## config.mk

```make
export PLATFORM = sky130hd
export DESIGN_NAME = counter_sequencer
export DESIGN_NICKNAME = d
export VERILOG_FILES = /design/src/rtl/counter_sequencer.sv
export SDC_FILE = /design/constraint.sdc
export NUM_CORES = 1
export LEC_CHECK = 0
export ABC_AREA = 1
export ABC_CLOCK_PERIOD_IN_PS = 2500
export CAP_MARGIN = 20
export CORE_UTILIZATION = 53
export CTS_CLUSTER_DIAMETER = 200
export CTS_CLUSTER_SIZE = 14
export DETAILED_ROUTE_END_ITERATION = 6
export PLACE_DENSITY_LB_ADDON = 0.12
export SYNTH_ARGS = -nofsm -noshare
export SYNTH_HDL_FRONTEND = slang
export SYNTH_SLANG_ARGS = --single-unit
export TNS_END_PERCENT = 5
```

## constraint.sdc

```tcl
create_clock -name clk -period 2.5 [get_ports clk]
set_input_delay 0.5 -clock clk [delete_from_list [all_inputs] [get_ports clk]]
set_output_delay 0.5 -clock clk [all_outputs]
set_load 0.005 [all_outputs]
```

## src/rtl/counter_sequencer.sv

```systemverilog
// Command front-end for an 8-bit up/down counter (preset/down/up/hold modes).
// Drives the counter's mode/preset cycle by cycle and keeps a lockstep shadow
// of the counter value, flagging wrap-around and pulsing done on completion.
module counter_sequencer #(
   parameter int unsigned WIDTH = 8
) (
   input  logic             clk,
   input  logic             reset,
   input  logic             cmd_valid,
   output logic             cmd_ready,
   input  logic [1:0]       cmd_op,
   input  logic [WIDTH-1:0] cmd_data,
   input  logic             abort,
   output logic [1:0]       mode,
   output logic [WIDTH-1:0] preset,
   output logic             busy,
   output logic             done,
   output logic             aborted,
   output logic             wrapped,
   output logic [WIDTH-1:0] shadow
);

   localparam logic [1:0] OP_LOAD     = 2'b00;
   localparam logic [1:0] OP_DOWN     = 2'b01;
   localparam logic [1:0] OP_UP       = 2'b10;
   localparam logic [1:0] MODE_PRESET = 2'b00;
   localparam logic [1:0] MODE_DOWN   = 2'b01;
   localparam logic [1:0] MODE_UP     = 2'b10;
   localparam logic [1:0] MODE_HOLD   = 2'b11;

   typedef enum logic [1:0] {
      ST_IDLE = 2'd0,
      ST_LOAD = 2'd1,
      ST_RUN  = 2'd2
   } state_t;

   state_t           state_q, state_d;
   logic [1:0]       mode_q, mode_d;
   logic [WIDTH-1:0] preset_q, preset_d;
   logic [WIDTH-1:0] shadow_q, shadow_d;
   logic [WIDTH-1:0] remaining_q, remaining_d;
   logic             wrapped_q, wrapped_d;
   logic             done_q, done_d;
   logic             aborted_q, aborted_d;
   logic             ready_q, ready_d;
   logic             busy_q, busy_d;

   // Next-state and output decode; shadow tracks what the counter does at each edge.
   always_comb begin
      state_d     = state_q;
      mode_d      = mode_q;
      preset_d    = preset_q;
      shadow_d    = shadow_q;
      remaining_d = remaining_q;
      wrapped_d   = wrapped_q;
      done_d      = 1'b0;
      aborted_d   = 1'b0;

      unique case (state_q)
         ST_IDLE: begin
            if (cmd_valid) begin
               wrapped_d = 1'b0;
               if (cmd_op == OP_LOAD) begin
                  preset_d = cmd_data;
                  mode_d   = MODE_PRESET;
                  state_d  = ST_LOAD;
               end else if ((cmd_op == OP_UP || cmd_op == OP_DOWN) && cmd_data != '0) begin
                  mode_d      = (cmd_op == OP_UP) ? MODE_UP : MODE_DOWN;
                  remaining_d = cmd_data;
                  state_d     = ST_RUN;
               end else begin
                  // Zero-length count or nop: complete without touching the counter.
                  done_d = 1'b1;
               end
            end
         end
         ST_LOAD: begin
            shadow_d = preset_q;
            mode_d   = MODE_HOLD;
            done_d   = 1'b1;
            state_d  = ST_IDLE;
         end
         ST_RUN: begin
            if (mode_q == MODE_UP) begin
               shadow_d = shadow_q + WIDTH'(1);
               if (shadow_q == '1) wrapped_d = 1'b1;
            end else begin
               shadow_d = shadow_q - WIDTH'(1);
               if (shadow_q == '0) wrapped_d = 1'b1;
            end
            remaining_d = remaining_q - WIDTH'(1);
            // This edge has already stepped the counter, so abort only stops further steps.
            if (abort || remaining_q == WIDTH'(1)) begin
               mode_d    = MODE_HOLD;
               done_d    = 1'b1;
               aborted_d = abort;
               state_d   = ST_IDLE;
            end
         end
         default: begin
            mode_d  = MODE_HOLD;
            state_d = ST_IDLE;
         end
      endcase

      ready_d = (state_d == ST_IDLE);
      busy_d  = ~ready_d;
   end

   // State and output registers, shared asynchronous reset with the counter.
   always_ff @(posedge clk or posedge reset) begin
      if (reset) begin
         state_q     <= ST_IDLE;
         mode_q      <= MODE_HOLD;
         preset_q    <= '0;
         shadow_q    <= '0;
         remaining_q <= '0;
         wrapped_q   <= 1'b0;
         done_q      <= 1'b0;
         aborted_q   <= 1'b0;
         ready_q     <= 1'b1;
         busy_q      <= 1'b0;
      end else begin
         state_q     <= state_d;
         mode_q      <= mode_d;
         preset_q    <= preset_d;
         shadow_q    <= shadow_d;
         remaining_q <= remaining_d;
         wrapped_q   <= wrapped_d;
         done_q      <= done_d;
         aborted_q   <= aborted_d;
         ready_q     <= ready_d;
         busy_q      <= busy_d;
      end
   end

   assign cmd_ready = ready_q;
   assign busy      = busy_q;
   assign mode      = mode_q;
   assign preset    = preset_q;
   assign shadow    = shadow_q;
   assign wrapped   = wrapped_q;
   assign done      = done_q;
   assign aborted   = aborted_q;

endmodule

```

Word-level counts from Yosys, hierarchy flattened
Index checks and enable logic that the tools add are counted.
{"block": "word_totals", "elab_cells": 71, "input_bits": 14, "register_bits": 33}
{"block": "op_classes", "eq_ne": 14, "n_addsub": 3, "bitwise": 1, "n_reduce_logical": 14, "muxes": 29}
{"cell": "$mux 8", "count": 4}
{"cell": "$pmux 8 s2", "count": 2}
{"cell": "$mux 2", "count": 9}
{"cell": "$sub 8x1->8 const B", "count": 2}
{"cell": "$mux 1", "count": 10}
{"cell": "$ne 3x3->1 const B", "count": 3}
{"cell": "$add 8x1->8 const B", "count": 1}
{"cell": "$eq 8x1->1 const B", "count": 1}
{"cell": "$eq 8x8->1 const B", "count": 1}
{"cell": "$logic_not 8->1", "count": 1}
{"cell": "$ne 2x2->1 const B", "count": 4}
{"cell": "$pmux 2 s2", "count": 2}
{"cell": "$reduce_and 4->1", "count": 2}
{"cell": "$reduce_bool 8->1", "count": 1}
{"cell": "$eq 2x2->1 const B", "count": 3}
{"cell": "$logic_not 2->1", "count": 3}
{"cell": "$reduce_and 3->1", "count": 2}
{"cell": "$eq 2x1->1 const B", "count": 2}
{"cell": "$reduce_bool 2->1", "count": 2}
{"cell": "$pmux 1 s3", "count": 1}
{"cell": "$logic_or 1x1->1", "count": 2}
{"cell": "$pmux 1 s2", "count": 1}
{"cell": "$logic_and 1x1->1", "count": 1}
{"cell": "$not 1->1", "count": 1}

Logic depth before layout (Yosys ltp)
{"block": "depth", "word_depth": 9, "ltp_mapped": 11, "mapped_depth_nobuf": 11}

Worst setup path after synthesis
Ideal clock, no wire load.
{"block": "synth_timing", "kind": "flip-flop to flip-flop", "startpoint": "reg mode_q[1], in the netlist mode[1]", "endpoint": "reg shadow_q[4], in the netlist shadow[4]", "path_stages_with_launch": 10, "setup_slack_ns": 0.615, "setup_ns": 0.077, "arrival_ns": 1.808, "n_path_buf": 0, "cell_sequence": "dfstp_2 > nand2_1 > fa_1 > nand2_1 > nand3_1 > and2_1 > or2_1 > nand2_1 > nand2_1 > a21oi_1"}
{"block": "synth_via", "elab_chain_len": 3}
{"element": "start, declared", "line_no": "38", "source": "logic [1:0] mode_q, mode_d;"}
{"element": "start signal, assigned", "line_no": "125", "source": "mode_q <= mode_d;"}
{"element": "$eq 2x2->1", "line_no": "84", "source": "if (mode_q == MODE_UP) begin"}
{"element": "$mux 8", "line_no": "84"}
{"element": "$pmux 8 s2", "line_no": "59", "source": "unique case (state_q)"}
{"element": "end signal, assigned", "line_no": "127", "source": "shadow_q <= shadow_d;"}
{"element": "end, declared", "line_no": "40", "source": "logic [WIDTH-1:0] shadow_q, shadow_d;"}
Every way passes these cells.
A chain may end at the register's enable or synchronous reset.

Final worst setup path
Same ends and word-level chain as after synthesis.

==> impl_results.md <==
* Pins Over Slew Limit at 0
* Sequential Area at 829.5 µm²
* Core ar. at 4029 µm²
* Final hold viol count at 0
* M1 WL at 2472 µm
* Met3 Wirelength at 223 µm
* Mapped Cells at 307
* Vias in the first global route at 1932
* Worst Path Max Fanout at 9
* Setup Buffers After CTS at 0
* Ports at 37
* Number of clock buffers inserted by TritonCTS at 5
* Layout overhead on the synthesized area at 22.99%
* Ant. Diodes at 0
* Pin count of the biggest net entering global routing at 34
* Setup violations, final at 0
* #FFs+latches synth at 33
* Root Buffer: clkbuf_8
* Initial core utilization at 55.53%
* Achievable Freq at 0.4737 GHz
* Max cap viols at 0
* DR iter-0 viols at 137
* Die ar. at 4485 µm²
* Total track usage at 26.83%
* Synth warn at 0
* DR WL/cell at 13.42 µm
* Max-slew headroom at 67.98%
* Post-Synthesis Net Count at 336
* First-pass GRT wire length at 8783 µm
* # rows at 23
* PortBufs at 36
* CTS H-tree lvls at 2
* Crit start category: register
* Total number of vias at 2108
* Sink Count at 33
* GP Congestion at 0.9245
* Avg Cell Area, Syn at 7.287 µm²
* Detail Route Antenna Nets at 0
* CTS tree: built
* Sequential-to-total area share from yosys stat at 37.08%
* Worst vdd rail ir drop at 717.8 µV
* DPL Wire Length at 4104 µm
* Filler cell count at 375
* Clock buffer depth at 2
* Mapped Area at 2237 µm²
* Worst-Skew Late Latency at 0.29 ns
* Cell Area, Placed at 2650 µm²
* # resized after CTS at 0
* PwrDens at 1355 nW/µm²
* Routed Wire Length at 5329 µm
* Outcome: completed
* Final Instance Area at 2751 µm²
* RSZ-0062 raised after global routing: no
* Met2 WL at 2473 µm
* Multi-input gate area at 1206 µm²
* Fin nets at 375
* HP Class: register to register
* CTS Hold Bufs at 0
* Setup TNS at 0 ns
* Crit. End Element: register
* Skew final at 0.006995 ns
* Die width at 66.97 µm
* Initial antenna violation count at 0
* Die H at 66.97 µm
* Setup CP Type: register to register
* Highest routed layer: met4
* Critical Path RT at 2.71 ns
* Slew at the pin closest to its max-slew limit at 0.4803 ns
* Critical path data arrival time at 2.33 ns
* Layout cells sized above 1 at 9.222%
* Reg clk slew, reported paths at 0.07 ns
* LEAKAGE at 0.001391 µW
* Final min period at 2.111 ns
* # DRC at 0
* Grt ovf at 0
* Hold Worst Slack at 0.4896 ns
* Vias per Instance at 5.310
* DR pass1 iterations at 4
* Yosys cell types at 29
* Final clock period utilization by the worst path at 84.43%
==> critical path: stages, from the launching register on <==
cell and delay, ns:
dfstp_2 0.55, nand2_1 0.25, fa_1 0.48, nand2_1 0.09, nand3_1 0.09, and2_1 0.16, or2_1 0.21, nand2_1 0.06
nand2_1 0.04, a21oi_1 0.12
==> state kept, by name, indices dropped and copies added, names as in the netlist <==
signal       cells
aborted          1
shadow           8
cmd_ready        1
remaining_q      8
state_q          2
done             1
preset           8
busy             1
wrapped          1
mode             2
==> synthesized netlist by cell type <==
cell type | instances | area [µm²]
dfstp_2 | 3 | 78.83
nand4_1 | 7 | 43.79
nor3_1 | 3 | 15.01
ha_1 | 14 | 175.2
nand2_1 | 84 | 315.3
o21ai_1 | 8 | 40.04
clkbuf_1 | 2 | 7.510
nor2_1 | 28 | 105.1
o21bai_1 | 1 | 7.510
a21o_1 | 1 | 7.510
o22ai_1 | 1 | 6.260
nor2_4 | 1 | 11.26
or2_1 | 1 | 6.260
nand3_1 | 29 | 145.1
and2_1 | 1 | 6.260
buf_2 | 5 | 25.02
o211ai_1 | 3 | 22.52
mux2_1 | 2 | 22.52
a21oi_1 | 9 | 45.04
o21ai_4 | 3 | 48.80
nand3_2 | 4 | 40.04
and3_4 | 1 | 11.26
inv_1 | 41 | 153.9
fa_1 | 1 | 20.02
dfrtp_1 | 30 | 750.7
inv_2 | 4 | 15.01
nand2_4 | 1 | 11.26
o21ai_0 | 15 | 75.07
nand2_2 | 4 | 25.02
==> cells by family (layout without fill, tap and decap cells) <==
kind of cell    Yosys count  count (layout)  synth area share (%)
buf+inv                  52              92                 9.004
simple gates            164             164                 32.89
fa+ha+maj                15              15                 8.725
mux                       2               2                 1.007
flops                    33              33                 37.08
compound gates           41              41                 11.30
==> final timing paths <==
check | depth (start not counted) | slack (ns) | to | startpoint
setup / recovery | 9 | 0.39 | shadow[4]$_DFFE_PP0P_ | mode[1]$_DFFE_PP1P_
hold / removal | 2 | 0.49 | mode[0]$_DFFE_PP1P_ | mode[0]$_DFFE_PP1P_
setup reg to reg | 9 | 0.39 | shadow[4]$_DFFE_PP0P_ | mode[1]$_DFFE_PP1P_
hold reg to reg | 2 | 0.49 | mode[0]$_DFFE_PP1P_ | mode[0]$_DFFE_PP1P_
max in group asynchronous | 3 | 1.56 | mode[1]$_DFFE_PP1P_ | reset
min in group asynchronous | 3 | 0.61 | busy$_DFF_PP0_ | reset
==> cells in the final DEF, fill, tap and decap left out <==
| cell type | n |
|---|---|
| a21oi_1 | 9 |
| o22ai_1 | 1 |
| a21o_1 | 1 |
| dfstp_2 | 3 |
| nand2_1 | 84 |
| and3_4 | 1 |
| mux2_1 | 2 |
| clkbuf_8 | 7 |
| fa_1 | 1 |
| nand2_2 | 4 |
| clkinv_2 | 1 |
| inv_2 | 4 |
| o211ai_1 | 3 |
| o21ai_4 | 3 |
| clkdlybuf4s50_1 | 36 |
| nand3_2 | 4 |
| nor2_1 | 28 |
| ha_1 | 14 |
| nor3_1 | 3 |
| or2_1 | 1 |
| nand2_4 | 1 |
| nand4_1 | 7 |
| inv_1 | 41 |
| o21ai_0 | 15 |
| and2_1 | 1 |
| o21ai_1 | 8 |
| dfrtp_1 | 30 |
| buf_4 | 3 |
| nand3_1 | 29 |
| o21bai_1 | 1 |
| nor2_4 | 1 |
==> layer usage <==
layer	track usage [%]	vias to the layer above
li1	-	1063
met3	4.966	13
met5	0	-
met2	42.80	53
met1	35.01	979
met4	11.97	0
==> where the power goes <==
part	switching [µW]	total (µW)	internal [µW]
clock network	204	453	249
logic	1250	2220	964
registers	251	1060	807
total	1710	3730	2020
==> metrics by stage <==
step | cells | setup slack [ns] | total power [µW] | utilization, %
6_report | 397 | 0.3891 | 3729 | 68.29
5_1_grt | 397 | 0.2338 | 4109 | 68.29
4_1_cts | 397 | 0.3887 | 3733 | 68.29
3_5_place_dp | 389 | 0.4079 | 3270 | 65.78
3_3_place_gp | 389 | 0.4909 | 3198 | 65.78
2_1_floorplan | 307 | 0.6146 | 2516 | -
==> layout make-up <==
type	instances	area share, %
inverter	45	6.139
sequential	33	30.15
timing repair buffer	39	13.92
clock inverter	1	0.1819
tap	50	2.274
multi-input combinational	222	43.84
clock buffer	7	3.502
No activity file was read; power rests on OpenSTA's default activity.
